**src/rtl/div_pkg.sv**
```systemverilog
// div_pkg: shared width default, FSM encoding and divide-by-zero quotient for the divider
package div_pkg;
   localparam int DIV_N = 8;
   typedef enum logic [1:0] {S_IDLE = 2'd0, S_RUN = 2'd1, S_DONE = 2'd2} state_t;
   localparam logic [2*DIV_N-1:0] DZ_QUOT = '1;
endpackage

```
**src/rtl/div_step.sv**
```systemverilog
// div_step: one combinational restoring-division iteration (shift in a dividend bit, trial subtract)
module div_step
   import div_pkg::*;
#(
   parameter int N = DIV_N
) (
   input  logic [N-1:0]   i_r,
   input  logic [2*N-1:0] i_q,
   input  logic [N-1:0]   i_div,
   output logic [N-1:0]   o_r,
   output logic [2*N-1:0] o_q
);
   logic [N:0] w_sh;
   logic       w_ge;
   // widen the remainder by the shifted-in bit, subtract when it fits; the result always fits in N bits
   always_comb begin
      w_sh = {i_r, i_q[2*N-1]};
      w_ge = w_sh >= {1'b0, i_div};
      o_r  = w_sh[N-1:0] - (w_ge ? i_div : '0);
      o_q  = {i_q[2*N-2:0], w_ge};
   end
endmodule

```
**src/rtl/seq_div.sv**
```systemverilog
// seq_div: sequential unsigned restoring divider, 2N-bit dividend by N-bit divisor, one quotient bit per clock
module seq_div
   import div_pkg::*;
#(
   parameter int N = DIV_N
) (
   input  logic           CLK,
   input  logic           reset,
   input  logic           in_valid,
   input  logic [2*N-1:0] in_dividend,
   input  logic [N-1:0]   in_divisor,
   output logic           busy,
   output logic [2*N-1:0] out_q,
   output logic [N-1:0]   out_r,
   output logic           out_dz,
   output logic           out_valid
);
   localparam int CW = $clog2(2*N) + 1;
   localparam logic [CW-1:0] LAST = CW'(2*N - 1);
   state_t         r_state, w_next, w_start;
   logic [N-1:0]   r_r, r_div, w_r_nxt;
   logic [2*N-1:0] r_q, w_q_nxt;
   logic [CW-1:0]  r_cnt;
   logic           r_dz_pend, w_accept, w_last;
   assign w_accept = in_valid & ~busy;
   assign w_last   = (r_state == S_RUN) && (r_cnt == LAST);
   assign w_start  = (in_divisor == '0) ? S_DONE : S_RUN;
   div_step #(.N(N)) u_step (
      .i_r   (r_r),
      .i_q   (r_q),
      .i_div (r_div),
      .o_r   (w_r_nxt),
      .o_q   (w_q_nxt)
   );
   // state register
   always_ff @(posedge CLK or posedge reset)
      if (reset) r_state <= S_IDLE;
      else       r_state <= w_next;
   // next state: a divide-by-zero accept parks in DONE with a pending result for one cycle
   always_comb begin
      w_next = S_IDLE;
      case (r_state)
         S_IDLE:  w_next = w_accept ? w_start : S_IDLE;
         S_RUN:   w_next = w_last ? S_DONE : S_RUN;
         S_DONE:  w_next = r_dz_pend ? S_DONE : (w_accept ? w_start : S_IDLE);
         default: w_next = S_IDLE;
      endcase
   end
   // handshake outputs: DONE is not busy so a new request can start in the result cycle
   always_comb begin
      busy      = (r_state == S_RUN) | r_dz_pend;
      out_valid = (r_state == S_DONE) & ~r_dz_pend;
   end
   // working registers: load operands on accept, iterate while running
   always_ff @(posedge CLK or posedge reset)
      if (reset) begin
         r_r       <= '0;
         r_q       <= '0;
         r_div     <= '0;
         r_cnt     <= '0;
         r_dz_pend <= 1'b0;
      end else if (w_accept) begin
         r_r       <= '0;
         r_q       <= in_dividend;
         r_div     <= in_divisor;
         r_cnt     <= '0;
         r_dz_pend <= (in_divisor == '0);
      end else if (r_state == S_RUN) begin
         r_r   <= w_r_nxt;
         r_q   <= w_q_nxt;
         r_cnt <= r_cnt + CW'(1);
      end else begin
         r_dz_pend <= 1'b0;
      end
   // result registers: hold until the next result, taken from the final iteration or the zero-divisor path
   always_ff @(posedge CLK or posedge reset)
      if (reset) begin
         out_q  <= '0;
         out_r  <= '0;
         out_dz <= 1'b0;
      end else if (w_last) begin
         out_q  <= w_q_nxt;
         out_r  <= w_r_nxt;
         out_dz <= 1'b0;
      end else if (r_dz_pend) begin
         out_q  <= '1;
         out_r  <= '0;
         out_dz <= 1'b1;
      end
endmodule

```
**config.mk**
```make
export PLATFORM = sky130hd
export DESIGN_NAME = seq_div
export DESIGN_NICKNAME = d
export VERILOG_FILES = /design/src/rtl/div_pkg.sv /design/src/rtl/div_step.sv /design/src/rtl/seq_div.sv
export SDC_FILE = /design/constraint.sdc
export NUM_CORES = 1
export LEC_CHECK = 0
export BUFFER_PORTS_ARGS = -buffer_cell sky130_fd_sc_hd__buf_2
export CORE_ASPECT_RATIO = 0.6
export CORE_UTILIZATION = 57
export DETAILED_ROUTE_END_ITERATION = 8
export PLACE_DENSITY = 0.77
export SETUP_SLACK_MARGIN = 0.02
export SLEW_MARGIN = 20
export SYNTH_ARGS = -nofsm -noshare
export SYNTH_HDL_FRONTEND = slang
export SYNTH_HIERARCHICAL = 1
export SYNTH_SLANG_ARGS = --single-unit
```
**constraint.sdc**
```tcl
create_clock -name CLK -period 3.6 [get_ports CLK]
set_input_delay 0.36 -clock CLK [delete_from_list [all_inputs] [get_ports CLK]]
set_output_delay 0.36 -clock CLK [all_outputs]
set_load 0.02 [all_outputs]
```
# Yosys cells after proc, flatten, opt, wreduce, memory -nomap -nowiden
# Index checks and enable logic that the tools add are counted.
# word_totals
register_bits,65
out_inout_bits,27
wordCells,46
# classes
muxes,20
magnitude_cmp,1
n_eq_ne,4
reduce_logical,5
n_bitwise,5
n_addsub,2
# ops
cell,count
$mux W16,4
$mux W8,5
$mux W5,2
$ge A9 B8 Y1,1
$logic_not A8 Y1,1
$mux W2,4
$sub A8 B8 Y8,1
$pmux W2 S3,1
$add A5 B1 Y5 const B,1
$eq A5 B4 Y1 const B,1
$mux W1,4
$reduce_bool A2 Y1,2
$and A1 B1 Y1,2
$eq A2 B1 Y1 const B,1
$eq A2 B2 Y1 const B,1
$logic_not A2 Y1,1
$ne A2 B2 Y1 const B,1
$not A1 Y1,2
$logic_and A1 B1 Y1,1
$or A1 B1 Y1,1

# Longest topological paths before layout
# depth
ltp_word,7
mapped_depth,15
mapped_depth_nobuf,15

# Hierarchy
# Netlist, hierarchy kept.
# by_module_without_submodules
mod,cells_each,seq_area_each_um2,instances,area_each_um2
seq_div,270,1626.6,1,2720.1
div_step,92,0.0,1,690.7

# Worst setup path after synthesis
# OpenSTA, ideal clock, no wires.
# synth_path
path_type,register to register
start,register r_r[6]
end,register r_r[6]
setup_slack_ps,634
required_time_ps,3479
arrival_time_ps,2845
path_buffers,0
synth_period_minus_slack_ps,2966
stages_incl_launch_ff,14
cell_sequence,dfrtp_1 ha_1 a211oi_1 o211a_1 o31ai_4 and2_1 ha_1 fa_1 nor2b_1 o21ai_1 a21boi_0 or4b_1 nand3_1 a22o_1
# synth_via
elab_chain_len,5
# synth_rtl
item,line_no,rtl
from (decl),seq_div.sv:21,"logic [N-1:0] r_r, r_div, w_r_nxt;"
from (signal assigned),seq_div.sv:69,r_r <= w_r_nxt;
$ge A9 B8 Y1,div_step.sv:18,"w_ge = w_sh >= {1'b0, i_div};"
named net u_step.w_ge,div_step.sv:14,logic w_ge;
$mux W8,div_step.sv:19,o_r = w_sh[N-1:0] - (w_ge ? i_div : '0);
$sub A8 B8 Y8,div_step.sv:19,
named net w_r_nxt[6],seq_div.sv:21,
$mux W8,seq_div.sv:68,end else if (r_state == S_RUN) begin
$mux W8,seq_div.sv:62,end else if (w_accept) begin
# The timed path passes the listed nets, and every way through them passes these cells. The select of a mux whose other input is x is not followed.
# A chain may end at the register's enable or synchronous reset.

# Worst setup path after layout
# layout_path
start,register r_r[6]
end,register r_r[6]
# layout_via
elab_chain_len,5
# layout_rtl
item,line_no,rtl
$ge A9 B8 Y1,div_step.sv:18,
named net w_q_nxt[0],seq_div.sv:22,"logic [2*N-1:0] r_q, w_q_nxt;"
$mux W8,div_step.sv:19,
$sub A8 B8 Y8,div_step.sv:19,
named net w_r_nxt[6],seq_div.sv:21,
$mux W8,seq_div.sv:68,
$mux W8,seq_div.sv:62,
# The timed path passes the listed nets, and every way through them passes these cells. The select of a mux whose other input is x is not followed.

==> impl_results.md <==
- Synth-to-Final Area Change: 11.15%
- Min Clock Period, post-route: 3.303 ns
- Reg clk slew, reported paths: 0.07 ns
- CP endpoint kind: flop
- Max-cap viol count: 0
- Antenna violations before repair: 0
- Met1 WL: 3703 µm
- Met2 WL post-DR: 2977 µm
- Leakage: about 1.8 nW
- Met3 WL post-DR: 468 µm
- Kind of critical path: flop to flop
- Dpl hpwl: 5214 µm
- Hold Fails Final Rpt: 0
- Routed wire per std cell: 15.01 µm
- Peak VDD IR: 0.0005801 V
- R2R setup slack: 0.30 ns
- Row cnt: 21
- Netlist Area Pre-Place: 3411 µm²
- Slew at the pin with the worst max-slew slack: roughly 0.85 ns
- Vias in the first global route: around 2300
- Place WS: 0.2945 ns
- Starting Density: 0.6010
- Fin crit share: 0.9176
- Distinct cells, synth: 40
- Worst Clk Skew: between 0.005 and 0.006 ns
- Via count: 2687
- First-pass GRT wire length: 11650 µm
- Largest net degree at the start of global routing: 41
- Worst setup path endpoint: r_r[6]
- RR Endpoint: r_r[6]
- DRT Pass-1 Iters: 5
- Warnings from Yosys: 6
- Die ar.: 6307 µm²
- Register area share after synthesis: 0.4769
- Max layer used: met4
- Hold crit path type: primary input to async pin
- Post-synthesis cell count: approximately 360
- CTS tree: done
- Critical path arrival: approximately 3.5 ns
- RSZ-0062 raised after global routing: no
- Clock sinks: 65
- Reg2Reg Depth: 13
- Hold_ws: 0.1733 ns
- Slew margin rel.: 0.4299
- Core ar.: around 5700 µm²
- Max Slew Vio Count: 0
- Post-Route WL: a little over 7000 µm
- Yosys reg bits: between 60 and 70
- I/O Buffers: 53
- Setup_tns: 0 ns
- CTS H-Tree Depth: 3
- CTS Buffer Depth: 2
- Avg Cell Area, Syn: approximately 9.4 µm²
- DR iter-0 viols: approximately 220
- Diode count: 0
- Final worst-path setup slack: 0.2967 ns
- Tot GR Track Use: 0.2514
- Max Fclk: slightly above 300 MHz
- Clock latency on the worst-skew pair: 0.34 ns
- Post-synth EDFFs: 0
- Final ANT Viol Nets: 0
- I/O pins: 54
- Drt drc: 0
- CP Launch Type: flop
- Top FF cell, synth: dfrtp_1
- Num CTS Buffers: 9
- Placed instance count: approximately 470
- Die height: 61.92 µm
- Clock root buffer: clkbuf_8
- Beginning of the critical path: r_r[6]
- Fill cells: 501
- Final Non-Filler Cells: roughly 480
- Share of cells above drive strength 1: 0.2145
- Status: finished, final reports clean
- Setup violations, final: 0
- Final Util: 0.6680
- Remaining global-route overflow: 0
- Final nets: 443
- Die Wd: approximately 100 µm
- Reg2reg start: r_r[6]
- RePlAce Congestion: 0.8898
- Post-synth net total: approximately 410
- CP max FO: 10
- Power Density: about 1000 nW/µm²
- Ys async rst share: 1.000
- Via density: 5.586
- WP data required: 3.83 ns
## per-stage QoR
| step | instance area [µm²] | power, mW |
|---|---|---|
| floorplan | 3411 | 2.968 |
| finish | 3791 | 3.957 |
| detailed placement | 3610 | 3.359 |
| CTS | 3791 | 3.938 |
| global route | 3791 | 4.277 |
| global placement | 3610 | 3.257 |
## logic make-up (layout without fill, tap and decap cells)
kind of cell,after synthesis,in the layout,synth area share
and+or+nand+nor,147,147,0.1941
AOI/OAI and AO/OA,66,66,0.1335
DFF,65,65,0.4769
buffers and inverters,50,89,0.07850
adders and majority gates,19,19,0.07190
muxes,10,10,0.03228
xor gates and xnor gates,5,5,0.01284
## sequential cells by signal, indices dropped and copies added (netlist names)
name	count
r_dz_pend	1
r_cnt	5
r_div	8
r_r	8
r_state	2
out_dz	1
r_q	16
out_q	16
out_r	8
## worst max-delay path: stages (launching register included)
cell and delay, ns:
dfrtp_1 0.41, ha_1 0.34, a211oi_1 0.29, o211a_1 0.23, o31ai_4 0.14, and2_1 0.21, ha_1 0.21, fa_1 0.42
nor2b_1 0.14, o21ai_1 0.09, a21boi_1 0.25, or4b_1 0.16, nand3_1 0.09, a22o_1 0.22
## cell usage after synthesis, types with 2 or more instances
cell / instances / area share
a21o_1: 2 / 0.0044
a21oi_1: 18 / 0.026
a22o_1: 10 / 0.026
a31oi_1: 17 / 0.031
buf_2: 13 / 0.019
buf_4: 17 / 0.037
clkbuf_1: 4 / 0.0044
dfrtp_1: 65 / 0.48
ha_1: 18 / 0.066
inv_1: 15 / 0.017
mux2_2: 8 / 0.026
mux2i_1: 2 / 0.0059
nand2_1: 51 / 0.056
nand2b_1: 4 / 0.0073
nand3_1: 13 / 0.019
nand3b_1: 10 / 0.022
nor2_1: 55 / 0.061
nor2b_1: 5 / 0.0092
nor3b_1: 2 / 0.0044
nor4_1: 2 / 0.0037
o21a_1: 5 / 0.011
o21ai_0: 4 / 0.0059
o2bb2ai_1: 2 / 0.0051
xnor2_1: 4 / 0.010
## metal layers
| metal | GRT usage | vias to the layer above |
|---|---|---|
| met5 | 0 | - |
| met4 | 0.06531 | 0 |
| met3 | 0.07830 | 9 |
| met2 | 0.3562 | 101 |
| met1 | 0.3743 | 1295 |
| li1 | - | 1282 |
## power breakdown
group          total, mW  switching, mW  internal, mW  leakage (nW)
Combinational       2.09           1.17         0.926         0.967
Sequential          1.29          0.236          1.06         0.734
Clock              0.572          0.270         0.302        0.0915
## worst min-delay path by stage
stage,start,to,slack (ns),cells after the start
2_1_floorplan,r_cnt[4],r_cnt[4],0.46,1
3_3_place_gp,out_dz,out_dz,0.46,1
3_5_place_dp,r_cnt[4],r_cnt[4],0.48,1
4_1_cts,reset,out_r[5],0.20,2
5_1_grt,reset,out_q[0],0.25,2
6_report,reset,out_q[0],0.17,2
## area by class of cell
class / instances / area [µm²] / area share
clock buffer: 13 / 168.9 / 0.04455
clock inverter: 2 / 12.51 / 0.003300
inverter: 15 / 56.30 / 0.01485
multi-input combinational: 247 / 1516 / 0.4000
sequential: 65 / 1627 / 0.4290
tap: 80 / 100.1 / 0.02640
timing repair buffer: 59 / 310.3 / 0.08185
## timing repair
item / CTS / global route
buffers inserted: 0 / 0
hold buffers: 0 / 0
endpoints found under the setup margin: 0 / 1
resized for setup: 0 / 1
## cells in the final DEF (no fill, tap or decap), types with 2 or more instances in the layout
cell type  count
nor3b_1        2
nor2_1        55
o21a_1         5
nor2b_1        5
o2bb2ai_1      2
buf_2         53
mux2i_1        2
mux2_2         8
buf_4          6
inv_1         14
nand3b_1      10
xnor2_1        4
a21o_1         2
nor4_1         2
o21ai_0        4
a31oi_1       17
ha_1          18
nand2b_1       4
a22o_1        10
dfrtp_1       65
nand2_1       51
nand3_1       13
a21oi_1       18
clkbuf_8      12
Power figures use the tool's default switching activity.
